[src/rtl/ahb3lite_interconnect_master_port.sv]
// ahb3lite_interconnect_master_port
//
// Per-master front end of an AHB3-Lite multi-layer switch. Decodes the master's
// address phase onto one of SLAVES request lines, holds the address phase while
// the target slave port has not granted this master, routes the data-phase
// response back from the selected slave port, tracks fixed-length bursts so the
// slave-port arbiters know when switching away is safe, and answers unmapped
// accesses with a two-cycle ERROR response.
//
// Ports:
//   HCLK, HRESET                  clock, synchronous active-high reset
//   slvHADDRbase/slvHADDRmask     per-slave address decode window
//   HSEL..HREADY                  master-side address/data phase inputs
//   HRDATA, HREADYOUT, HRESP      response to the master
//   slvHSEL                       per-slave request / select
//   slvHADDR..slvHREADY           address phase shared by all slave ports
//   slvHRDATA/HREADYOUT/HRESP     per-slave-port response
//   can_switch                    arbiter of slave s may switch away from us
//   granted                       slave port s currently grants this master

module ahb3lite_interconnect_master_port #(
    parameter int unsigned HADDR_SIZE = 32,
    parameter int unsigned HDATA_SIZE = 32,
    parameter int unsigned SLAVES     = 8
) (
    input  logic                  HCLK,
    input  logic                  HRESET,
    input  logic [HADDR_SIZE-1:0] slvHADDRbase [SLAVES],
    input  logic [HADDR_SIZE-1:0] slvHADDRmask [SLAVES],
    input  logic                  HSEL,
    input  logic [HADDR_SIZE-1:0] HADDR,
    input  logic [HDATA_SIZE-1:0] HWDATA,
    input  logic                  HWRITE,
    input  logic [2:0]            HSIZE,
    input  logic [2:0]            HBURST,
    input  logic [3:0]            HPROT,
    input  logic [1:0]            HTRANS,
    input  logic                  HMASTLOCK,
    input  logic                  HREADY,
    output logic [HDATA_SIZE-1:0] HRDATA,
    output logic                  HREADYOUT,
    output logic                  HRESP,
    output logic [SLAVES-1:0]     slvHSEL,
    output logic [HADDR_SIZE-1:0] slvHADDR,
    output logic [HDATA_SIZE-1:0] slvHWDATA,
    output logic                  slvHWRITE,
    output logic [2:0]            slvHSIZE,
    output logic [2:0]            slvHBURST,
    output logic [3:0]            slvHPROT,
    output logic [1:0]            slvHTRANS,
    output logic                  slvHMASTLOCK,
    output logic                  slvHREADY,
    input  logic [HDATA_SIZE-1:0] slvHRDATA [SLAVES],
    input  logic [SLAVES-1:0]     slvHREADYOUT,
    input  logic [SLAVES-1:0]     slvHRESP,
    output logic [SLAVES-1:0]     can_switch,
    input  logic [SLAVES-1:0]     granted
);

    localparam int SW = (SLAVES > 1) ? $clog2(SLAVES) : 1;

    localparam logic [1:0] HTRANS_NONSEQ = 2'b10;
    localparam logic [1:0] HTRANS_SEQ    = 2'b11;

    localparam logic [2:0] StIdle = 3'd0;
    localparam logic [2:0] StWait = 3'd1;
    localparam logic [2:0] StData = 3'd2;
    localparam logic [2:0] StErr1 = 3'd3;
    localparam logic [2:0] StErr2 = 3'd4;

    logic [2:0]            state_q, state_d;
    logic [SW-1:0]         dslv_q, dslv_d;
    logic [3:0]            burst_cnt_q, burst_cnt_d;

    // Held copy of the last active address phase, replayed while waiting for a grant.
    logic [HADDR_SIZE-1:0] hold_haddr_q;
    logic                  hold_hwrite_q;
    logic [2:0]            hold_hsize_q;
    logic [2:0]            hold_hburst_q;
    logic [3:0]            hold_hprot_q;
    logic [1:0]            hold_htrans_q;
    logic                  hold_hmastlock_q;
    logic [SW-1:0]         hold_slv_q;

    logic                  active;
    logic                  mapped;
    logic [SW-1:0]         dec_slv;
    logic                  req_live;
    logic                  accept;
    logic                  new_xfer;
    logic                  in_wait;

    assign active  = HSEL & HREADY & ((HTRANS == HTRANS_NONSEQ) | (HTRANS == HTRANS_SEQ));
    assign in_wait = (state_q == StWait);

    // Address decode; iterate downwards so the lowest matching index wins.
    always_comb begin
        mapped  = 1'b0;
        dec_slv = '0;
        for (int s = int'(SLAVES) - 1; s >= 0; s--) begin
            if (((HADDR ^ slvHADDRbase[s]) & slvHADDRmask[s]) == '0) begin
                mapped  = 1'b1;
                dec_slv = SW'(s);
            end
        end
    end

    // A live request is never raised while the error response is still stalling the master.
    assign req_live = active & mapped & (state_q != StErr1);

    always_comb begin
        slvHSEL = '0;
        if (in_wait) begin
            slvHSEL[hold_slv_q] = 1'b1;
        end else if (req_live) begin
            slvHSEL[dec_slv] = 1'b1;
        end
    end

    assign accept = |(slvHSEL & granted & slvHREADYOUT);

    // Shared address phase: held copy while waiting, live master inputs otherwise.
    assign slvHADDR     = in_wait ? hold_haddr_q     : HADDR;
    assign slvHWRITE    = in_wait ? hold_hwrite_q    : HWRITE;
    assign slvHSIZE     = in_wait ? hold_hsize_q     : HSIZE;
    assign slvHBURST    = in_wait ? hold_hburst_q    : HBURST;
    assign slvHPROT     = in_wait ? hold_hprot_q     : HPROT;
    assign slvHTRANS    = in_wait ? hold_htrans_q    : HTRANS;
    assign slvHMASTLOCK = in_wait ? hold_hmastlock_q : HMASTLOCK;
    assign slvHWDATA    = HWDATA;
    assign slvHREADY    = HREADYOUT;

    assign can_switch = {SLAVES{(burst_cnt_q == 4'd0) & ~slvHMASTLOCK}};

    // Response to the master.
    always_comb begin
        HREADYOUT = 1'b1;
        HRESP     = 1'b0;
        HRDATA    = '0;
        case (state_q)
            StWait: HREADYOUT = 1'b0;
            StData: begin
                HRDATA    = slvHRDATA[dslv_q];
                HREADYOUT = slvHREADYOUT[dslv_q];
                HRESP     = slvHRESP[dslv_q];
            end
            StErr1: begin
                HREADYOUT = 1'b0;
                HRESP     = 1'b1;
            end
            StErr2: HRESP = 1'b1;
            default: ;
        endcase
    end

    // Next state. new_xfer marks states that classify a new transfer as from idle.
    always_comb begin
        state_d  = state_q;
        dslv_d   = dslv_q;
        new_xfer = 1'b0;
        case (state_q)
            StIdle, StErr2: new_xfer = 1'b1;
            StWait: begin
                if (accept) begin
                    state_d = StData;
                    dslv_d  = hold_slv_q;
                end
            end
            StData: begin
                if (active) begin
                    new_xfer = 1'b1;
                end else if (slvHREADYOUT[dslv_q]) begin
                    state_d = StIdle;
                end
            end
            StErr1:  state_d = StErr2;
            default: state_d = StIdle;
        endcase

        if (new_xfer) begin
            if (!active) begin
                state_d = StIdle;
            end else if (!mapped) begin
                state_d = StErr1;
            end else if (accept) begin
                state_d = StData;
                dslv_d  = dec_slv;
            end else begin
                state_d = StWait;
            end
        end
    end

    // Beats remaining in the current fixed-length burst.
    always_comb begin
        burst_cnt_d = burst_cnt_q;
        if (HRESP) begin
            burst_cnt_d = 4'd0;
        end
        if (accept) begin
            if (slvHTRANS == HTRANS_NONSEQ) begin
                case (slvHBURST)
                    3'b010, 3'b011: burst_cnt_d = 4'd3;
                    3'b100, 3'b101: burst_cnt_d = 4'd7;
                    3'b110, 3'b111: burst_cnt_d = 4'd15;
                    default:        burst_cnt_d = 4'd0;
                endcase
            end else if (burst_cnt_q != 4'd0) begin
                burst_cnt_d = burst_cnt_q - 4'd1;
            end
        end
    end

    always_ff @(posedge HCLK) begin
        if (HRESET) begin
            state_q          <= StIdle;
            dslv_q           <= '0;
            burst_cnt_q      <= '0;
            hold_haddr_q     <= '0;
            hold_hwrite_q    <= 1'b0;
            hold_hsize_q     <= '0;
            hold_hburst_q    <= '0;
            hold_hprot_q     <= '0;
            hold_htrans_q    <= '0;
            hold_hmastlock_q <= 1'b0;
            hold_slv_q       <= '0;
        end else begin
            state_q     <= state_d;
            dslv_q      <= dslv_d;
            burst_cnt_q <= burst_cnt_d;
            if (active && !in_wait) begin
                hold_haddr_q     <= HADDR;
                hold_hwrite_q    <= HWRITE;
                hold_hsize_q     <= HSIZE;
                hold_hburst_q    <= HBURST;
                hold_hprot_q     <= HPROT;
                hold_htrans_q    <= HTRANS;
                hold_hmastlock_q <= HMASTLOCK;
                hold_slv_q       <= dec_slv;
            end
        end
    end

endmodule

[config.mk]
export PLATFORM = sky130hd
export DESIGN_NAME = ahb3lite_interconnect_master_port
export DESIGN_NICKNAME = d
export VERILOG_FILES = /design/src/rtl/ahb3lite_interconnect_master_port.sv
export SDC_FILE = /design/constraint.sdc
export NUM_CORES = 1
export LEC_CHECK = 0
export BUFFER_PORTS_ARGS = -buffer_cell sky130_fd_sc_hd__buf_4
export CORE_AREA = 2 2 393 395
export CTS_BUF_LIST = sky130_fd_sc_hd__clkbuf_16
export DETAILED_ROUTE_END_ITERATION = 8
export DIE_AREA = 0 0 395 397
export GPL_TIMING_DRIVEN = 0
export PLACE_DENSITY = 0.3
export SLEW_MARGIN = 30
export SYNTH_ARGS = -nofsm -noshare
export SYNTH_HDL_FRONTEND = slang
export SYNTH_SLANG_ARGS = --single-unit
[constraint.sdc]
create_clock -name HCLK -period 3.2 [get_ports HCLK]
set_input_delay 0 -clock HCLK [delete_from_list [all_inputs] [get_ports HCLK]]
set_output_delay 0 -clock HCLK [all_outputs]
set_load 0.01 [all_outputs]
# Word level (Yosys, flattened, before mapping)
# Cells that the tools add are included.
# word_totals
register_bits,59
inputBits,874
wordCells,145
# op_classes
muxes,60
n_eq_ne,18
bitwise,26
order_cmp,6
reduce_logical,23
n_addsub,1
# ops
op,n
AND 32 bit,8
zero test 32 bit,8
XOR 32 bit,8
2-to-1 mux 32 bit,4
binary-select mux 32 bit (select 3 bit),1
2-to-1 mux 3 bit,20
2-to-1 mux 4 bit,5
AND 8 bit,2
2-to-1 mux 8 bit,2
== test 3 bit (second input constant),5
2-to-1 mux 1 bit,15
== test 3 x 2 -> 1 bit (second input constant),4
< comparator 3 x 4 -> 1 bit (second input constant),3
one-hot mux 3 bit (4 select lines),1
one-hot mux 4 bit (3 select lines),1
OR reduction 2 bit,6
!= test 3 bit (second input constant),3
2-to-1 mux 2 bit,4
OR reduction 8 bit,1
binary-select mux 1 bit (select 3 bit),2
demux 1 bit (select 3 bit),2
== test 2 bit (second input constant),3
greater-or-equal comparator 3 x 1 -> 1 bit (second input constant),2
one-hot mux 1 bit (2 select lines),3
other kinds (15),21

# Logic depth before layout (Yosys ltp)
# logic_depth
word_depth,26
mapped_depth,12
depth_no_buf,10

# Worst setup path after synthesis
# Ideal clock, no wire load.
# synth_timing
path_type,in2reg
startpoint,input HADDR[8]
endpoint,register dslv_q[1]
path_slack_ps,318
arrival_time_ps,2760
path_stages,12
required_ps,3078
path_buffers,2
cell_sequence,buf_2 > xor2_1 > a22oi_1 > nand4_1 > nor4_4 > a21oi_2 > o22a_2 > or4b_1 > nand3_2 > buf_6 > mux2_4 > a221o_1
# synth_via
elab_chain_cells,26
# synth_lines
element,line,rtl
from (decl),31,"input logic [HADDR_SIZE-1:0] HADDR,"
XOR 32 bit,101,if (((HADDR ^ slvHADDRbase[s]) & slvHADDRmask[s]) == '0) begin
AND 32 bit,101,
zero test 32 bit,101,
2-to-1 mux 3 bit (8 in series),101,
< comparator 3 x 4 -> 1 bit (implied by the code) / greater-or-equal comparator 3 x 1 -> 1 bit (equally long branches),116,slvHSEL[dec_slv] = 1'b1;
logical AND 1 bit (implied by the code),116,
2-to-1 mux 1 bit (implied by the code),116,
demux 1 bit (select 3 bit),116,
[... 2 more ...],-,
AND 8 bit (2 in series),120,assign accept = |(slvHSEL & granted & slvHREADYOUT);
OR reduction 8 bit,120,
2-to-1 mux 3 bit,164,if (accept) begin
2-to-1 mux 3 bit,161,case (state_q)
2-to-1 mux 3 bit,185,end else if (accept) begin
2-to-1 mux 3 bit,183,end else if (!mapped) begin
2-to-1 mux 3 bit,181,if (!active) begin
2-to-1 mux 3 bit (*),180,if (new_xfer) begin
to (signal assigned),229,dslv_q <= dslv_d;
to (decl),72,"logic [SW-1:0] dslv_q, dslv_d;"
# Mark *: on every way between the ends. The rest lies on a longest branch, timed or not.
# A chain may end at the register's enable or synchronous reset.

# Worst setup path after layout
# layout_timing
startpoint,input HADDR[13]
endpoint,register dslv_q[1]
# The elaborated chain is that of the path after synthesis.

==> flow_metrics.tcl <==
set metrics [dict create \
    status "complete, but fails checks" \
    violations "negative setup slack" \
    top_layer "met5" \
    nNetsFinal 3059 \
    viasPerCell 3.21 \
    crit_fanout 8 \
    seq_area_frac_synth_pct 12.4 \
    synth_most_common_cell "xor2_1" \
    timing.setup.tns_ps -255 \
    antenna_found_initial 64 \
    period_minus_slack_ps 3320 \
    netlist_area_mm2 0.00954 \
    clock_latency_ps 380 \
    ys_top_cells_by_count "xor2_1, nand2_1, a22oi_1, mux4_2, dfxtp_1" \
    drcViolationCount 0 \
    grt_pass1_vias 14300 \
    cp_top_family "compound AO/OA/AOI/OAI gates" \
    cp_slowest_stage_delay_ps 500 \
    num_vias 13600 \
    track_usage_pct 14.6 \
    antenna_left 0 \
    clock.fmax_mhz 301 \
    place_congestion 0.839 \
    cts_root_buf "clkbuf_16" \
    syn_to_final_growth_pct 114 \
    setup_slack_ps -122 \
    p_leak_uw 0.00890 \
    fin_crit_sh_pct 104 \
    drive_above_1_share_pct 54.3 \
    synthDistinctLibCells 57 \
    synth_area_leaders "xor2_1, mux4_2, dfxtp_1" \
    finalHoldViolCount 0 \
    power.density_mw_per_mm2 221 \
    finalSetupViolations 3 \
    cts_tree "built" \
    hpwl_um 106000 \
    die_h_um 397 \
    final_util_pct 13.3 \
    critPathCaptureType "flop" \
    syn_avg_cell_area_um2 8.08 \
    cts_htree_levels 3 \
    overflow 0 \
    required_ps 3460 \
    core_mm2 0.153 \
    dp_slack_ps -1440 \
    synth-edff-count 0 \
    stdcell_count 4244 \
    power_uw 4510 \
    final.fill_count 17700 \
    first_iter_violations 761 \
    drv_cap 0 \
    hp-class "input port to flop" \
    yosysWarnings 0 \
    clock_sinks 59 \
    rsz0062_at_grt "true" \
    slowest_stage "nand4_1" \
    drv_slew 0 \
    finClkSkew_ps 19.5 \
    clkTransAtPathRegs_ps 70 \
    critical_path_arrival_ps 3580 \
    dp_cells 4164 \
    die_area_mm2 0.157 \
    synthArstFlopShare_pct 0 \
    met3_wirelength_um 9270 \
    yosysTopAreaCell "xor2_1" \
    drt-total-wl_um 119000 \
    wl_met2_um 59300 \
    port_buffers 937 \
    drt-pass1-iter-count 5 \
    synth_ff_type "dfxtp_1" \
    die_w_um 395 \
    grt_pass1_wl_um 149000 \
    netlist_instances 1181 \
    cts_inserted_buffers 9 \
    worstPathBufferInverterCount 5 \
    wl_per_cell_um 28.0 \
    critPathMostFrequentCell "buf_6" \
    num_rows 144 \
    critical_path_class "input port to flop" \
    num_io_pins 1003 \
    ys_ff_latch 59 \
    grt_max_degree 13 \
    netlist.area_leader.share_pct 23.5 \
    relSlewSlack_pct 36.0 \
    crit_path_start_kind "input port" \
    path_cells "buf_16, xor2_2, a22oi_2, buf_6, nand4_1, nor4_4, buf_6, a21oi_4, o22a_4, buf_6, a311oi_4, nand3_4, buf_12, mux2_4, a221o_1" \
    wl_met1_um 49000 \
    initial_core_util_pct 6.24 \
    vdd_ir_drop_max_uv 266 \
    worstMarginPinSlew_ps 960 \
    cts_buffer_depth 2 \
    syn_nets 2056 \
]
power by group:
part | leakage, uW | internal [uW] | switching (uW)
registers | 0.000479 | 758 | 12.5
clock network | 0.000166 | 766 | 458
logic | 0.00826 | 1250 | 1260
through the flow:
stage	hold slack, ps	cell area [um2]
5_1_grt	4.03	20400
3_5_place_dp	177	19200
4_1_cts	6.84	20100
2_1_floorplan	91.8	9540
6_report	23.5	20400
3_3_place_gp	177	19100
layout by cell type (no fill, tap or decap), types with 35 or more instances in the layout:
cell type / Yosys / final
a21oi_1: 56 / 55
a22oi_1: 130 / 122
buf_4: 50 / 1010
dfxtp_1: 59 / 59
mux2i_1: 38 / 38
mux4_2: 68 / 68
nand2_1: 240 / 240
nand4_1: 35 / 35
nor2_1: 53 / 52
xor2_1: 256 / 249
flip-flops by register name (all words and copies together) (netlist names):
name / count
hold_htrans_q: 2
burst_cnt_q: 4
hold_haddr_q: 32
hold_hmastlock_q: 1
hold_slv_q: 3
hold_hprot_q: 4
dslv_q: 3
hold_hburst_q: 3
hold_hwrite_q: 1
state_q: 3
hold_hsize_q: 3
metal layers:
layer | vias up | track usage [%]
li1 | 6210 | -
met1 | 6515 | 17.6
met2 | 766 | 26.1
met3 | 103 | 4.49
met4 | 22 | 1.50
met5 | - | 0
logic make-up after synthesis:
kind of cell / count (synthesis) / share of synthesized area, %
AND/OR/NAND/NOR: 393 / 18.8
XOR/XNOR: 256 / 23.5
adder cells (fa/ha/maj): 1 / 0.131
buffers and inverters: 138 / 8.48
AO/OA/AOI/OAI: 222 / 15.9
multiplexers: 112 / 20.8
flip-flops: 59 / 12.4
area by class of cell:
cell class	count	area, um2	share of cell area [%]
Multi-Input combinational cell	984	7760	38.0
Timing Repair Buffer	993	7560	37.1
Tap cell	2044	2560	12.5
Sequential cell	59	1180	5.79
Buffer	127	925	4.53
Clock buffer	9	225	1.10
Clock inverter	7	124	0.607
Inverter	10	37.5	0.184
Antenna cell	11	27.5	0.135
worst min-delay path: cells and delay by family:
kind | cells | cell delay [ps]
buf+inv | 1 | 190
compound gates | 1 | 60
simple gates | 1 | 90
path summary, 6_finish.rpt:
path | cells past startpoint | slack (ps) | startpoint | endpoint
max | 15 | -120 | HADDR[13] | dslv_q[1]$_SDFF_PP0_
min | 3 | 20 | HADDR[17] | hold_haddr_q[17]$_SDFFE_PP0P_
max reg2reg | 9 | 40 | state_q[2]$_SDFFE_PP0P_ | dslv_q[1]$_SDFF_PP0_
min reg2reg | 2 | 450 | hold_haddr_q[7]$_SDFFE_PP0P_ | hold_haddr_q[7]$_SDFFE_PP0P_
what timing repair did:
item                                    in CTS  in global routing
hold endpoints to repair                    26                  1
pin swaps                                   16                 17
endpoints found under the setup margin      91                 17
resized for setup                           48                 29
hold buffers                                26                  1
buffers inserted                            15                 12
gates cloned                                 0                  0
Note: power is estimated with default switching activity, not from simulation.
